File: src/rtl/usd_pkg.sv
// usd_pkg: shared definitions for the ultrasonic scan scheduler.
//   - FSM state encoding
//   - distance width and the special response codes
//   - 50 MHz cycle constants for the default timing
package usd_pkg;

    localparam int          DIST_W       = 16;
    localparam logic [15:0] NO_ECHO_CODE = 16'h2709;  // first "no obstacle" code
    localparam logic [15:0] DIST_MAX     = 16'h2710;  // interface timeout / reset distance
    localparam logic [15:0] DIST_NONE    = 16'hFFFF;  // nearest value when nothing was seen

    localparam int CYC_10US = 500;
    localparam int CYC_10MS = 500_000;
    localparam int CYC_25MS = 1_250_000;

    localparam int CNT_W       = 24;
    // Cycles spent in SAMPLE before the result is stored, so the
    // interface has re-armed after its trigger fell.
    localparam int SAMPLE_WAIT = 2;

    typedef enum logic [2:0] {
        S_IDLE,
        S_ARM,
        S_PING,
        S_SAMPLE,
        S_GAP
    } state_t;

endpackage

File: src/rtl/usd_next_index.sv
// usd_next_index: combinational priority search over a sensor mask.
//   i_mask   in   NUM_SENSORS  candidate sensors
//   i_idx    in   IDX_W        reference index
//   i_above  in   1            1 = only bits strictly above i_idx, 0 = i_idx and above
//   o_idx    out  IDX_W        lowest matching set bit
//   o_none   out  1            no matching bit (o_idx is 0)
module usd_next_index #(
    parameter int NUM_SENSORS = 4,
    parameter int IDX_W       = 2
) (
    input  logic [NUM_SENSORS-1:0] i_mask,
    input  logic [IDX_W-1:0]       i_idx,
    input  logic                   i_above,
    output logic [IDX_W-1:0]       o_idx,
    output logic                   o_none
);

    // Scan downwards so the lowest qualifying bit is the last one written.
    always_comb begin
        o_idx  = '0;
        o_none = 1'b1;
        for (int i = NUM_SENSORS - 1; i >= 0; i--) begin
            if (i_mask[i] && ((i > int'(i_idx)) || (!i_above && (i == int'(i_idx))))) begin
                o_idx  = IDX_W'(i);
                o_none = 1'b0;
            end
        end
    end

endmodule

File: src/rtl/usd_scan_scheduler.sv
// usd_scan_scheduler: runs a bank of ultrasonic sensor interfaces one at a
// time so their echoes never overlap, and reports per-sensor distances plus
// the nearest obstacle of each completed scan.
//   clk_50mhz         in   system clock
//   reset_n           in   asynchronous active-low reset
//   scan_enable       in   level, 1 = scan continuously
//   scan_mask         in   sensors included in a scan (sampled at scan start)
//   sensor_response   in   per-sensor latched distance, sensor i at [16i+:16]
//   sensor_trigger    out  one-hot (or zero) trigger to the interfaces
//   distance          out  last stored result per sensor
//   sample_valid      out  1-cycle pulse when a distance is stored
//   sample_index      out  sensor just stored
//   nearest_distance  out  minimum valid distance of the last completed scan
//   nearest_index     out  sensor that produced it
//   nearest_valid     out  last completed scan saw an echo below NO_ECHO
//   scan_done         out  1-cycle pulse at the end of each completed scan
//   busy              out  FSM is not idle
// Per-sensor timeline: ARM (1) -> PING (WINDOW_CYCLES, trigger high) ->
// SAMPLE (SAMPLE_WAIT wait cycles + store cycle) -> GAP (GAP_CYCLES).
module usd_scan_scheduler
    import usd_pkg::*;
#(
    parameter int          NUM_SENSORS   = 4,
    parameter int          IDX_W         = 2,
    parameter int          WINDOW_CYCLES = CYC_25MS,
    parameter int          GAP_CYCLES    = CYC_10MS,
    parameter logic [15:0] NO_ECHO       = NO_ECHO_CODE
) (
    input  logic                          clk_50mhz,
    input  logic                          reset_n,
    input  logic                          scan_enable,
    input  logic [NUM_SENSORS-1:0]        scan_mask,
    input  logic [DIST_W*NUM_SENSORS-1:0] sensor_response,
    output logic [NUM_SENSORS-1:0]        sensor_trigger,
    output logic [DIST_W*NUM_SENSORS-1:0] distance,
    output logic                          sample_valid,
    output logic [IDX_W-1:0]              sample_index,
    output logic [DIST_W-1:0]             nearest_distance,
    output logic [IDX_W-1:0]              nearest_index,
    output logic                          nearest_valid,
    output logic                          scan_done,
    output logic                          busy
);

    localparam logic [CNT_W-1:0]       WIN_LAST = CNT_W'(WINDOW_CYCLES - 1);
    localparam logic [CNT_W-1:0]       GAP_LAST = CNT_W'(GAP_CYCLES - 1);
    localparam logic [CNT_W-1:0]       SMP_LAST = CNT_W'(SAMPLE_WAIT);
    localparam logic [NUM_SENSORS-1:0] ONE_HOT  = NUM_SENSORS'(1);

    state_t                          r_state;
    logic [CNT_W-1:0]                r_cnt;
    logic [NUM_SENSORS-1:0]          r_mask;
    logic [IDX_W-1:0]                r_idx;
    logic [DIST_W-1:0]               r_min;
    logic [IDX_W-1:0]                r_min_idx;
    logic [NUM_SENSORS-1:0]          r_trig;
    logic [DIST_W*NUM_SENSORS-1:0]   r_dist;
    logic                            r_sample_valid;
    logic [IDX_W-1:0]                r_sample_index;
    logic [DIST_W-1:0]               r_nearest_dist;
    logic [IDX_W-1:0]                r_nearest_idx;
    logic                            r_nearest_valid;
    logic                            r_scan_done;

    logic [IDX_W-1:0]  w_first_idx;
    logic              w_first_none;
    logic [IDX_W-1:0]  w_next_idx;
    logic              w_next_none;
    logic              w_start;
    logic [DIST_W-1:0] w_resp_sel;

    // Lowest set bit of the live mask, used when a scan starts.
    usd_next_index #(.NUM_SENSORS(NUM_SENSORS), .IDX_W(IDX_W)) u_first (
        .i_mask  (scan_mask),
        .i_idx   ('0),
        .i_above (1'b0),
        .o_idx   (w_first_idx),
        .o_none  (w_first_none)
    );

    // Next captured-mask bit after the sensor currently being served.
    usd_next_index #(.NUM_SENSORS(NUM_SENSORS), .IDX_W(IDX_W)) u_next (
        .i_mask  (r_mask),
        .i_idx   (r_idx),
        .i_above (1'b1),
        .o_idx   (w_next_idx),
        .o_none  (w_next_none)
    );

    assign w_start    = scan_enable && !w_first_none;
    assign w_resp_sel = sensor_response[int'(r_idx)*DIST_W +: DIST_W];

    // Trigger is a register with async clear, so it falls with reset_n,
    // not at the next clock edge.
    always_ff @(posedge clk_50mhz or negedge reset_n) begin
        if (!reset_n) begin
            r_state         <= S_IDLE;
            r_cnt           <= '0;
            r_mask          <= '0;
            r_idx           <= '0;
            r_min           <= DIST_NONE;
            r_min_idx       <= '0;
            r_trig          <= '0;
            r_dist          <= {NUM_SENSORS{DIST_MAX}};
            r_sample_valid  <= 1'b0;
            r_sample_index  <= '0;
            r_nearest_dist  <= DIST_NONE;
            r_nearest_idx   <= '0;
            r_nearest_valid <= 1'b0;
            r_scan_done     <= 1'b0;
        end else begin
            r_sample_valid <= 1'b0;
            r_scan_done    <= 1'b0;
            case (r_state)
                S_IDLE: begin
                    if (w_start) begin
                        r_mask    <= scan_mask;
                        r_min     <= DIST_NONE;
                        r_min_idx <= '0;
                        r_idx     <= w_first_idx;
                        r_state   <= S_ARM;
                    end
                end
                S_ARM: begin
                    r_cnt   <= '0;
                    r_trig  <= ONE_HOT << r_idx;
                    r_state <= S_PING;
                end
                S_PING: begin
                    if (r_cnt == WIN_LAST) begin
                        r_trig  <= '0;
                        r_cnt   <= '0;
                        r_state <= S_SAMPLE;
                    end else begin
                        r_cnt <= r_cnt + CNT_W'(1);
                    end
                end
                S_SAMPLE: begin
                    if (r_cnt == SMP_LAST) begin
                        r_dist[int'(r_idx)*DIST_W +: DIST_W] <= w_resp_sel;
                        r_sample_valid <= 1'b1;
                        r_sample_index <= r_idx;
                        // Strict compare: on a tie the earlier (lower) index stays.
                        if ((w_resp_sel < NO_ECHO) && (w_resp_sel < r_min)) begin
                            r_min     <= w_resp_sel;
                            r_min_idx <= r_idx;
                        end
                        r_cnt   <= '0;
                        r_state <= S_GAP;
                    end else begin
                        r_cnt <= r_cnt + CNT_W'(1);
                    end
                end
                S_GAP: begin
                    if (r_cnt == GAP_LAST) begin
                        r_cnt <= '0;
                        if (!w_next_none) begin
                            // Sensors left: continue, or abort quietly if disabled.
                            if (scan_enable) begin
                                r_idx   <= w_next_idx;
                                r_state <= S_ARM;
                            end else begin
                                r_state <= S_IDLE;
                            end
                        end else begin
                            r_nearest_dist  <= r_min;
                            r_nearest_idx   <= r_min_idx;
                            r_nearest_valid <= (r_min != DIST_NONE);
                            r_scan_done     <= 1'b1;
                            if (w_start) begin
                                r_mask    <= scan_mask;
                                r_min     <= DIST_NONE;
                                r_min_idx <= '0;
                                r_idx     <= w_first_idx;
                                r_state   <= S_ARM;
                            end else begin
                                r_state <= S_IDLE;
                            end
                        end
                    end else begin
                        r_cnt <= r_cnt + CNT_W'(1);
                    end
                end
                default: r_state <= S_IDLE;
            endcase
        end
    end

    assign sensor_trigger   = r_trig;
    assign distance         = r_dist;
    assign sample_valid     = r_sample_valid;
    assign sample_index     = r_sample_index;
    assign nearest_distance = r_nearest_dist;
    assign nearest_index    = r_nearest_idx;
    assign nearest_valid    = r_nearest_valid;
    assign scan_done        = r_scan_done;
    assign busy             = (r_state != S_IDLE);

endmodule
File: config.mk
export PLATFORM = sky130hd
export DESIGN_NAME = usd_scan_scheduler
export DESIGN_NICKNAME = d
export VERILOG_FILES = /design/src/rtl/usd_pkg.sv /design/src/rtl/usd_next_index.sv /design/src/rtl/usd_scan_scheduler.sv
export SDC_FILE = /design/constraint.sdc
export NUM_CORES = 1
export LEC_CHECK = 0
export ABC_AREA = 1
export CORE_AREA = 4 4 126 140
export DETAILED_ROUTE_END_ITERATION = 10
export DIE_AREA = 0 0 130 144
export GPL_ROUTABILITY_DRIVEN = 0
export PLACE_DENSITY = 0.77
export SYNTH_ARGS = -nofsm -noshare
export SYNTH_HDL_FRONTEND = slang
export SYNTH_SLANG_ARGS = --single-unit
File: constraint.sdc
create_clock -name clk_50mhz -period 2.5 [get_ports clk_50mhz]
set_clock_uncertainty 0.05 [all_clocks]
set_input_delay 0.25 -clock clk_50mhz [delete_from_list [all_inputs] [get_ports clk_50mhz]]
set_output_delay 0.25 -clock clk_50mhz [all_outputs]
set_load 0.005 [all_outputs]
; ---- Yosys cells after proc, flatten, opt, wreduce, memory -nomap -nowiden
; Cells that the tools add are included.
[totals]
register_bits = 142
[classes]
add_sub_neg = 2
order_cmp = 5
n_eq_ne = 15
n_shift = 4
muxes = 55
reduce_logical = 19
[ops]
columns = cell, n
row1 = one-hot mux 24 bit (4 select lines), 1
row2 = two-way mux 16 bit, 5
row3 = two-way mux 24 bit, 3
row4 = bitwise mux 64 bit, 1
row5 = "variable shift 16 x 33 -> 64 bit, first input constant", 1
row6 = variable part select 16 x 33 -> 64 bit, 1
row7 = variable part select 64 x 7 -> 16 bit, 1
row8 = one-hot mux 16 bit (3 select lines), 1
row9 = negation 6 -> 33 bit, 1
row10 = two-way mux 2 bit, 16
row11 = "adder 24 x 1 -> 24 bit, second input constant", 1
row12 = "== test 24 x 19 -> 1 bit, second input constant", 1
row13 = "== test 24 x 2 -> 1 bit, second input constant", 1
row14 = "== test 24 x 21 -> 1 bit, second input constant", 1
row15 = "less-than comparator 16 x 14 -> 1 bit, second input constant", 1
row16 = less-than comparator 16 bit, 1
row17 = two-way mux 4 bit, 4
row18 = "!= test 16 bit, second input constant", 1
row19 = one-hot mux 4 bit (2 select lines), 2
row20 = two-way mux 3 bit, 5
row21 = one-hot mux 3 bit (5 select lines), 1
row22 = two-way mux 1 bit, 14
row23 = "!= test 2 bit, second input constant", 6
row24 = AND reduction 3 bit, 3
row25 = 18 further kinds, 27

; ---- Depth between registers and ports, before layout
[depth]
depth_word = 10
depth_mapped = 20
depth_no_buf = 18

; ---- Modules after synthesis
; A second synthesis with hierarchy kept.
[unflattened]
cells_unflattened = 1030
hier_area_um2 = 7738.7
[by_module_without_submodules]
columns = mod, n_inst, cells_each, area_per_inst_um2, seq_area_each_um2
row1 = usd_scan_scheduler, 1, 996, 7583.5, 3618.5
row2 = usd_next_index, 2, 17, 77.6, 0.0

; ---- Worst setup path after synthesis
; OpenSTA, ideal clock, no wires.
[synth_path]
kind = register -> register
startpoint = register r_idx[0]
endpoint = register r_min_idx[0]
setup_ns = 0.116
arrival_time_ns = 2.555
slack_ns = -0.221
path_stages_with_launch = 20
n_path_buf = 3
period_less_slack_ns = 2.721
cell_sequence = dfrtp_1 inv_2 buf_2 buf_2 nand2_1 nand3_1 nand2_1 inv_1 ha_1 a21oi_1 nor2_1 a211oi_1 nand4_1 a21oi_1 nand2_1 nand2_2 nand2_4 buf_6 nand2_1 nand2_1
[synth_between]
elab_chain_len = 7
elab_cells_between_ends = 19
[synth_rtl]
columns = element, line
row1 = start: declaration, usd_scan_scheduler.sv:53  ; logic [IDX_W-1:0] r_idx;
row2 = start signal: assignment, usd_scan_scheduler.sv:120  ; r_idx <= w_first_idx;
row3 = start signal: assignment, usd_scan_scheduler.sv:160  ; r_idx <= w_next_idx;
row4 = start signal: assignment, usd_scan_scheduler.sv:174  ; r_idx <= w_first_idx;
row5 = branches (longest 7 deep; another with less-than comparator 16 x 14 -> 1 bit), --
row6 = end signal: assignment, usd_scan_scheduler.sv:146  ; r_min_idx <= r_idx;
row7 = end: declaration, usd_scan_scheduler.sv:55  ; logic [IDX_W-1:0] r_min_idx;
; Several ways; the timed one is not identified. The select of a mux whose other input is x is not followed.
; A chain may end at the register's enable or synchronous reset.

; ---- Worst setup path in the final report
[layout_path]
startpoint = register r_idx[0]
endpoint = register r_min[10]
[layout_between]
elab_chain_len = 7
elab_cells_between_ends = 19
[layout_rtl]
columns = element, line
row1 = branches (longest 7 deep; another with less-than comparator 16 x 14 -> 1 bit), --
row2 = end signal: assignment, usd_scan_scheduler.sv:145  ; r_min <= w_resp_sel;
row3 = end: declaration, usd_scan_scheduler.sv:54  ; logic [DIST_W-1:0] r_min;
; Several ways; the timed one is not identified. The select of a mux whose other input is x is not followed.

==> impl_results.md <==
* Kind of start point of the critical path: register
* Antenna Violating Nets Remaining at 0
* Overflow left after global routing at 0
* DP Area at 0.00965 mm^2
* Width of the chip at around 130 um
* Sequential standard cell area at 0.00359 mm^2
* Slew at the pin with the worst max-slew slack at roughly 0.63 ns
* CTS max path bufs at 2
* Drt initial violations at 722
* Number of vias in the routed layout at 7553
* Cell seen most often among critical-path stages: sky130_fd_sc_hd__nand2_1
* Post-synthesis instance area at between 0.007 and 0.008 mm^2
* Cell Rows at between 40 and 50
* CTS buffer count at 17
* Class of the worst hold path: input pin to async pin
* Post-synth EDFFs at 0
* Clk pin slew, worst setup/hold paths at roughly 0.06 ns
* Per-cell routed wire length at between 15 and 20 um
* Overall power after layout at about 13 mW
* Footprint of the multi-input gates at 0.00348 mm^2
* Setup crit end kind: register
* Total count of hold-check failures in the final report at 0
* Number of global-route vias before repair at between 7000 and 8000
* Skew-Pair Late Insertion Delay at around 0.42 ns
* Root buf cell: sky130_fd_sc_hd__clkbuf_16
* Die outline area at 0.0187 mm^2
* Placeable core region at roughly 0.016 mm^2
* Outcome: finished, final reports clean
* Final Cell Area at a little over 0.01 mm^2
* Antenna diode count at 0
* Wire length of the first global-routing pass at 36.5 mm
* Global-route usage over all layers at 0.248
* Total routed wirelength at roughly 23 mm
* TritonRoute pass-1 iters at 5
* Worst max-slew margin expressed relative to the limit at 0.583
* Post-synthesis cell type count at 39
* Met1 capacity usage during global routing at 0.321
* PD cells at approximately 1200 mW/mm^2
* Cell Chain, Critical Path: buf_12 > nand2_1 > nand3_1 > nand2_1 > inv_1 > ha_1 > nand2_1 > nor2_1 > a211oi_1 > nand4_1 > a21oi_1 > nand2_1 > nand2_4 > buf_4 > nand3_1 > nand2_1
* Ratio of routed vias to standard cells at around 5.4
* I/O pins at around 160
* Fraction of power consumed by the clock network at 0.206
* Maximum fanout along the worst path at 32
* Post-layout worst setup margin at roughly 0.011 ns
* Max cap viols at 0
* Final cell count without fillers at approximately 1400
* Data required time at the worst endpoint at around 2.8 ns
* Delay of the slowest cell on the worst path at approximately 0.46 ns
* Top_reg_cell synth: sky130_fd_sc_hd__dfrtp_1
* Critical path class: register to register
* Height of the chip at roughly 140 um
* Final routed DRC violation total at 0
* Antenna violations before repair at 0
* Fin util at 0.640
* Fmax at about 400 MHz
* Sequential element share of the synthesized area at 0.477
* Yosys synthesis warning count at 0
* Part of the total power dissipated in sequential elements at 0.281
* Setup Slack @ Placement at -0.0856 ns
* Fraction of final layout cells with drive strength greater than 1 at 0.133
* Min cycle time layout at 2.49 ns
* Number of flip-flops and latches in the synthesized netlist at about 140
* Number of H-tree branching levels at 4
* Internal power at between 7 and 8 mW
* Critical-path top delay cell: sky130_fd_sc_hd__dfrtp_2
* Share of the cycle needed by the critical path after routing at 0.996
* Unrepaired setup endpoints after global routing: yes
* Arrival time reported for the critical path endpoint at 2.80 ns
* Number of placed instances, taps included at ~1400
* Met2 layer usage reported by global route at 0.406
* Crit path buf inv count at 3
* Detail Placement HPWL at 17.2 mm
* Number of standard cells after synthesis at just under 1000
* Number of nets in the finished design at between 1000 and 1500
* Setup tns final at 0 ns
* Synthesis-to-finish area growth at 37.4%
* Max VDD drop at around 0.68 mV
* Hold_ws at roughly 0.34 ns
* Count of pins over their slew limit at 0
* Async set or reset register ratio after synthesis at 1.00
* Maximum number of pins on one net before global-route repair at 67
* GR peak layer: met2
* Filler cells at 1377
* Switching pwr at 5.19 mW
* Net count after synthesis at around 1100
* Port buffer count at roughly 160
* Cell family with most CP delay: simple AND/OR/NAND/NOR gates
* CTS tree: done
* Average footprint of a synthesized cell at 7.62 um^2
* Starting density of the core at 0.466
* Clk sinks at between 100 and 150
* Relative contribution of combinational cells to total power at 0.513
* Global Route met3 Usage at 0.0495
* Switching part of the total power at 0.412
* Final Setup Violations at 0
* Standby leakage power at 4.86 nW
## worst paths after layout
kind	startpoint	end	slack (ns)	cells after the start
worst min register to register	r_min[2]	r_min[2]	0.41	2
worst max-delay path	r_idx[0]	r_min[10]	0.01	16
min in group clk_50mhz	scan_mask[3]	r_mask[3]	0.40	3
worst min-delay path	reset_n	r_cnt[21]	0.34	2
max in group asynchronous	reset_n	distance[29]	1.23	3
worst max register to register	r_idx[0]	r_min[10]	0.01	16
## worst reg2reg max path, cell delays in order, from the launching register on
cell                       delay [ns]
sky130_fd_sc_hd__dfrtp_2         0.46
sky130_fd_sc_hd__buf_12          0.18
sky130_fd_sc_hd__nand2_1         0.08
sky130_fd_sc_hd__nand3_1         0.09
sky130_fd_sc_hd__nand2_1         0.11
sky130_fd_sc_hd__inv_1           0.07
sky130_fd_sc_hd__ha_1            0.30
sky130_fd_sc_hd__nand2_1         0.12
sky130_fd_sc_hd__nor2_1          0.06
sky130_fd_sc_hd__a211oi_1        0.16
sky130_fd_sc_hd__nand4_1         0.11
sky130_fd_sc_hd__a21oi_1         0.14
sky130_fd_sc_hd__nand2_1         0.10
sky130_fd_sc_hd__nand2_4         0.12
sky130_fd_sc_hd__buf_4           0.14
sky130_fd_sc_hd__nand3_1         0.08
sky130_fd_sc_hd__nand2_1         0.08
## metal layers
layer | part of all wire | vias to the layer above
met5 | 0 | -
met4 | 0.029 | 0
met3 | 0.072 | 52
met2 | 0.49 | 337
met1 | 0.41 | 3522
li1 | - | 3642
## cells in the final DEF, fill, tap and decap left out, types with 3 or more instances in the layout
| cell | instances |
|---|---|
| sky130_fd_sc_hd__ha_1 | 21 |
| sky130_fd_sc_hd__a211oi_1 | 5 |
| sky130_fd_sc_hd__clkbuf_1 | 3 |
| sky130_fd_sc_hd__clkinv_2 | 3 |
| sky130_fd_sc_hd__nor3_1 | 17 |
| sky130_fd_sc_hd__nand2_2 | 4 |
| sky130_fd_sc_hd__bufinv_16 | 3 |
| sky130_fd_sc_hd__clkbuf_16 | 17 |
| sky130_fd_sc_hd__nor2_1 | 53 |
| sky130_fd_sc_hd__clkdlybuf4s50_1 | 161 |
| sky130_fd_sc_hd__dfstp_2 | 52 |
| sky130_fd_sc_hd__a21oi_1 | 18 |
| sky130_fd_sc_hd__inv_1 | 87 |
| sky130_fd_sc_hd__nand3_1 | 105 |
| sky130_fd_sc_hd__nor4_1 | 17 |
| sky130_fd_sc_hd__nand4_1 | 11 |
| sky130_fd_sc_hd__buf_4 | 51 |
| sky130_fd_sc_hd__and2_1 | 3 |
| sky130_fd_sc_hd__o21ai_0 | 105 |
| sky130_fd_sc_hd__inv_6 | 3 |
| sky130_fd_sc_hd__dfrtp_1 | 88 |
| sky130_fd_sc_hd__nand2_1 | 324 |
## power by group through the flow
| stage | clock (mW) | sequential [mW] | combinational [mW] |
|---|---|---|---|
| 6_report | 2.60 | 3.54 | 6.46 |
| 3_3_place_gp | 0 | 3.54 | 6.03 |
| 3_5_place_dp | 0 | 3.54 | 6.15 |
| 2_1_floorplan | 0 | 3.50 | 3.42 |
| 5_1_grt | 2.72 | 3.61 | 7.15 |
| 4_1_cts | 2.62 | 3.52 | 6.24 |
## flip-flops by register name, indices dropped and copies added (netlist names)
register,flops
sample_valid,1
sample_index,2
r_idx,2
distance,64
nearest_valid,1
scan_done,1
r_mask,3
r_state,3
sensor_trigger,4
r_cnt,24
r_min_idx,2
nearest_distance,16
r_min,16
nearest_index,2
## Yosys cell counts (11+ instances only)
cell                       instances  area share
sky130_fd_sc_hd__dfrtp_1          89        0.30
sky130_fd_sc_hd__nand4_1          11      0.0091
sky130_fd_sc_hd__inv_1            88       0.044
sky130_fd_sc_hd__nor3_1           17       0.011
sky130_fd_sc_hd__nand3_1         106       0.070
sky130_fd_sc_hd__nor2_1           54       0.027
sky130_fd_sc_hd__buf_2            11      0.0073
sky130_fd_sc_hd__o21ai_0         106       0.070
sky130_fd_sc_hd__nor4_1           18       0.015
sky130_fd_sc_hd__ha_1             24       0.040
sky130_fd_sc_hd__nand2_1         328        0.16
sky130_fd_sc_hd__dfstp_2          52        0.18
sky130_fd_sc_hd__clkbuf_1         26       0.013
sky130_fd_sc_hd__a21oi_1          19       0.013
## layout make-up
class                   count  share of cell area
repair buffers            218               0.201
well taps                 204              0.0246
multi-input cells         715               0.336
clock buffers              22              0.0448
flip-flops and latches    141               0.347
clock inverters            10              0.0134
inverters                  91              0.0337
## what timing repair did
action | CTS | global route
setup endpoints to repair | 18 | 26
hold buffers | 1 | 0
resized for setup | 3 | 20
hold endpoints to repair | 47 | 0
setup buffers | 0 | 1
pin swaps | 0 | 1
## logic make-up after synthesis
group,count (synthesis),synth area share
AO/OA/AOI/OAI,140,0.0979
XOR/XNOR,2,0.00232
adder cells (fa/ha/maj),24,0.0398
buffers and inverters,133,0.0715
flip-flops,141,0.477
multiplexers,2,0.00282
AND/OR/NAND/NOR,547,0.309
Power figures use the tool's default switching activity.
